--- src/rtl/dest_ack_handshake.sv ---
// Destination-side four-phase req/ack responder: synchronises the source request,
// captures the source word, hands it to a local valid/ready consumer and returns ack.
//
// state | meaning
// ------+-----------------------------------------------------------------
// IDLE  | waiting for synchronised req to rise; ack low, nothing held
// VALID | word captured and offered to the consumer; waiting for ready
// ACK   | word accepted, ack high; waiting for req to fall before re-arming
module dest_ack_handshake #(
    parameter int DATAWIDTH   = 8,
    parameter int SYNC_STAGES = 2,
    parameter int CNTWIDTH    = 8
) (
    input  logic                 CLK,
    input  logic                 RST,
    input  logic                 src2dest_req,
    input  logic [DATAWIDTH-1:0] src2dest_data,
    output logic [DATAWIDTH-1:0] dest_data_out,
    output logic                 dest_data_valid,
    input  logic                 dest_data_ready,
    output logic                 dest2src_ack,
    output logic [CNTWIDTH-1:0]  dest_xfer_count,
    output logic                 dest_proto_err
);

    typedef enum logic [1:0] {
        ST_IDLE  = 2'd0,
        ST_VALID = 2'd1,
        ST_ACK   = 2'd2
    } state_t;

    state_t                 state_q, state_d;
    logic [SYNC_STAGES-1:0] sync_q;
    logic                   req_s;

    logic [DATAWIDTH-1:0]   data_q, data_d;
    logic                   valid_q, valid_d;
    logic                   ack_q, ack_d;
    logic [CNTWIDTH-1:0]    count_q, count_d;
    logic                   err_q, err_d;

    // Only the last synchroniser stage is ever looked at by the FSM.
    always_ff @(posedge CLK or posedge RST) begin
        if (RST) begin
            sync_q <= '0;
        end else begin
            sync_q <= {sync_q[SYNC_STAGES-2:0], src2dest_req};
        end
    end

    assign req_s = sync_q[SYNC_STAGES-1];

    always_ff @(posedge CLK or posedge RST) begin
        if (RST) begin
            state_q <= ST_IDLE;
            data_q  <= '0;
            valid_q <= 1'b0;
            ack_q   <= 1'b0;
            count_q <= '0;
            err_q   <= 1'b0;
        end else begin
            state_q <= state_d;
            data_q  <= data_d;
            valid_q <= valid_d;
            ack_q   <= ack_d;
            count_q <= count_d;
            err_q   <= err_d;
        end
    end

    always_comb begin
        state_d = state_q;
        data_d  = data_q;
        valid_d = valid_q;
        ack_d   = ack_q;
        count_d = count_q;
        err_d   = err_q;

        case (state_q)
            ST_IDLE: begin
                if (req_s) begin
                    data_d  = src2dest_data;
                    valid_d = 1'b1;
                    state_d = ST_VALID;
                end
            end
            ST_VALID: begin
                // A dropped request is flagged, but the held word is still delivered.
                if (!req_s) begin
                    err_d = 1'b1;
                end
                if (dest_data_ready) begin
                    valid_d = 1'b0;
                    ack_d   = 1'b1;
                    count_d = count_q + CNTWIDTH'(1);
                    state_d = ST_ACK;
                end
            end
            ST_ACK: begin
                if (!req_s) begin
                    ack_d   = 1'b0;
                    state_d = ST_IDLE;
                end
            end
            default: begin
                state_d = ST_IDLE;
            end
        endcase
    end

    assign dest_data_out   = data_q;
    assign dest_data_valid = valid_q;
    assign dest2src_ack    = ack_q;
    assign dest_xfer_count = count_q;
    assign dest_proto_err  = err_q;

endmodule

--- config.mk ---
export PLATFORM = sky130hd
export DESIGN_NAME = dest_ack_handshake
export DESIGN_NICKNAME = d
export VERILOG_FILES = /design/src/rtl/dest_ack_handshake.sv
export SDC_FILE = /design/constraint.sdc
export NUM_CORES = 1
export LEC_CHECK = 0
export BUFFER_PORTS_ARGS = -buffer_cell sky130_fd_sc_hd__buf_2
export CAP_MARGIN = 25
export CORE_ASPECT_RATIO = 0.75
export CORE_UTILIZATION = 45
export CTS_CLUSTER_SIZE = 20
export DETAILED_ROUTE_END_ITERATION = 8
export PLACE_DENSITY = 0.81
export SLEW_MARGIN = 40
export SYNTH_ARGS = -nofsm -noshare
export SYNTH_HDL_FRONTEND = slang
export SYNTH_SLANG_ARGS = --single-unit
--- constraint.sdc ---
create_clock -name CLK -period 3.75 [get_ports CLK]
set_input_delay 0.75 -clock CLK [delete_from_list [all_inputs] [get_ports CLK]]
set_output_delay 0.75 -clock CLK [all_outputs]
set_load 0.01 [all_outputs]
==> results.py <==
metrics = {
    "floorplan": {
        "die_area_um2": 2250,
        "io_pins": 31,
        "initial_utilization": 0.505,
        "dieHeight_um": 41.3,
        "row_count": 13,
        "fp.dieW_um": 54.4,
        "core_area_um2": 1840,
    },
    "cells_and_area": {
        "design_area_um2": 1120,
        "fin_cells": 124,
        "seqCellArea_um2": 576,
        "syn_to_final_growth_pct": 20.8,
        "mostFrequentLayoutCell": "buf_2",
        "multiInputGateArea_um2": 327,
        "drive_gt1_frac": 0.451,
        "num-nets-final": 116,
        "antennaDiodeCount": 0,
        "mostFrequentLayoutCells": "30 x buf_2, 23 x dfrtp_1, 9 x mux2_2",
        "nFillCells": 156,
    },
    "setup_path": {
        "slowest_delay_ns": 0.45,
        "path_max_fanout": 3,
        "startpoint_type": "flip-flop",
        "path_cells": "buf_2",
        "critPathRequiredTime_ns": 3.00,
        "cp_num_buf_inv": 1,
        "worstSetupPathType": "reg -> out",
        "cp-end-kind": "output port",
        "cp_slowest_cell": "dfrtp_1",
        "critical-path-top-delay-family": "flip-flops",
        "cp.arrival_ns": 0.93,
    },
    "clocking": {
        "cts_setup_buffers": 0,
        "cts_htree_levels": 1,
        "clk_pin_slew_worst_paths_ns": 0.12,
        "clk_latency_ns": 0.31,
        "clockBufferDepth": 2,
        "cts_made_buffers": 3,
        "cts_sinks": 23,
        "cts_tree": "built",
        "root_buffer": "clkbuf_4",
        "postCtsHoldBufs": 0,
        "cts_resized": 0,
    },
    "global_routing": {
        "grt_pass1_wl_um": 2460,
        "antenna_found_initial": 0,
        "grt_pass1_vias": 535,
        "grt_max_degree": 24,
        "track_usage": 0.167,
        "grt_overflow": 0,
    },
    "route": {
        "vias": 620,
        "via_per_inst": 5.00,
        "first_pass_iters": 4,
        "ant_nets": 0,
        "post_drt_wl_per_cell_um": 13.0,
        "drtIter0Drc": 13,
        "drc": 0,
        "wl_um": 1620,
    },
    "yosys": {
        "synth_nets": 82,
        "synth_cell_types": 21,
        "syn_inst": 69,
        "synthArstFlopShare": 1.00,
        "ys_warn_count": 0,
        "ys_ff_latch": 23,
        "synth_ff_type": "dfrtp_1",
        "ys_seq_area_frac": 0.620,
        "netlist_area_um2": 928,
        "syn_area_per_cell_um2": 13.5,
        "synth_edf_count": 0,
    },
    "run": {
        "maxCapViolCount": 0,
    },
    "placed_design": {
        "dpl.cell_count": 120,
        "dp_hpwl_um": 1250,
        "gp_congestion": 0.766,
        "place_area_um2": 1090,
        "io_buffers": 30,
    },
    "power_and_ir_drop": {
        "p_leak_nw": 0.569,
        "p_per_area_nw_per_um2": 749,
        "vdd_ir_drop_max_v": 0.000342,
    },
    "timing": {
        "hold_viol": 0,
        "setup_tns_ns": 0,
        "setup_viol": 0,
        "finClkSkew_ns": 0.00476,
        "tightestPinTransition_ns": 0.458,
        "min_period_ns": 1.68,
        "drv_slew": 0,
        "finalCritPeriodShare": 0.447,
        "slew_headroom": 0.694,
        "rsz0062_at_grt": "no",
        "timing.fmax_mhz": 597,
    },
    "min_path": {
        "hp-class": "reg -> reg",
    },
    "status": {
        "status": "completed",
    },
}
[area by class of cell]
cell class	instances	area share
well taps	22	0.0246
clock buffers	4	0.0234
repair buffers	30	0.134
inverters	4	0.0134
multi-input cells	41	0.291
flip-flops and latches	23	0.513
[synth_stat cells (2+ instances only)]
| cell type | instances | share of area |
|---|---|---|
| dfrtp_1 | 23 | 0.62 |
| xor2_1 | 5 | 0.047 |
| nand2_1 | 6 | 0.024 |
| xnor2_1 | 2 | 0.019 |
| inv_1 | 4 | 0.016 |
| mux2_2 | 9 | 0.11 |
| nor2_1 | 4 | 0.016 |
| nor3_1 | 2 | 0.011 |
| o21ai_0 | 2 | 0.011 |
[power by group]
part | switching (mW) | total [mW] | leakage [nW] | internal, mW
sequential | 0.0890 | 0.428 | 0.274 | 0.339
clock | 0.0695 | 0.111 | 0.0150 | 0.0416
combinational | 0.143 | 0.300 | 0.280 | 0.157
[registers in the layout, summed over array words and instances, names as in the netlist]
name / cells
sync_q: 2
dest_proto_err: 1
dest_xfer_count: 8
state_q: 2
dest_data_out: 8
dest_data_valid: 1
dest2src_ack: 1
[per-layer routing]
layer / vias to the layer above / global-route usage / part of all wire
met1: 299 / 0.218 / 0.45
li1: 307 / - / -
met4: 0 / 0.0769 / 0.0099
met2: 12 / 0.247 / 0.50
met3: 2 / 0.0652 / 0.042
met5: - / 0 / 0
[cells by family (layout without fill, tap and decap cells)]
kind of cell / Yosys count / after routing / synth area share
AO/OA/AOI/OAI: 7 / 7 / 0.0485
XOR/XNOR: 7 / 7 / 0.0660
adder cells (fa/ha/maj): 1 / 1 / 0.0135
buffers and inverters: 5 / 38 / 0.0283
flip-flops: 23 / 23 / 0.620
multiplexers: 9 / 9 / 0.109
AND/OR/NAND/NOR: 17 / 17 / 0.115
[path summary, 6_finish.rpt]
| kind | endpoint | from | slack (ns) | depth (start not counted) |
|---|---|---|---|---|
| setup / recovery | dest_xfer_count[2] | dest_xfer_count[2]$_DFFE_PP0P_ | 2.07 | 1 |
| hold / removal | sync_q[1]$_DFF_PP0_ | sync_q[0]$_DFF_PP0_ | 0.37 | 0 |
| setup reg to reg | dest_data_out[5]$_DFFE_PP0P_ | state_q[0]$_DFFE_PP0P_ | 2.25 | 2 |
| hold reg to reg | sync_q[1]$_DFF_PP0_ | sync_q[0]$_DFF_PP0_ | 0.37 | 0 |
| max in group asynchronous | dest_data_valid$_DFFE_PP0P_ | RST | 3.01 | 2 |
| min in group asynchronous | state_q[1]$_DFFE_PP0P_ | RST | 0.43 | 2 |
[metrics by stage]
step	worst slack, ns	utilization	power [mW]	hold slack, ns
3_5_place_dp	2.07	0.596	0.740	0.344
2_1_floorplan	2.27	-	0.627	0.331
3_3_place_gp	2.10	0.596	0.724	0.334
6_report	2.07	0.610	0.840	0.368
5_1_grt	2.03	0.610	0.902	0.384
4_1_cts	2.06	0.610	0.852	0.371
(Power assumes the default switching activity.)
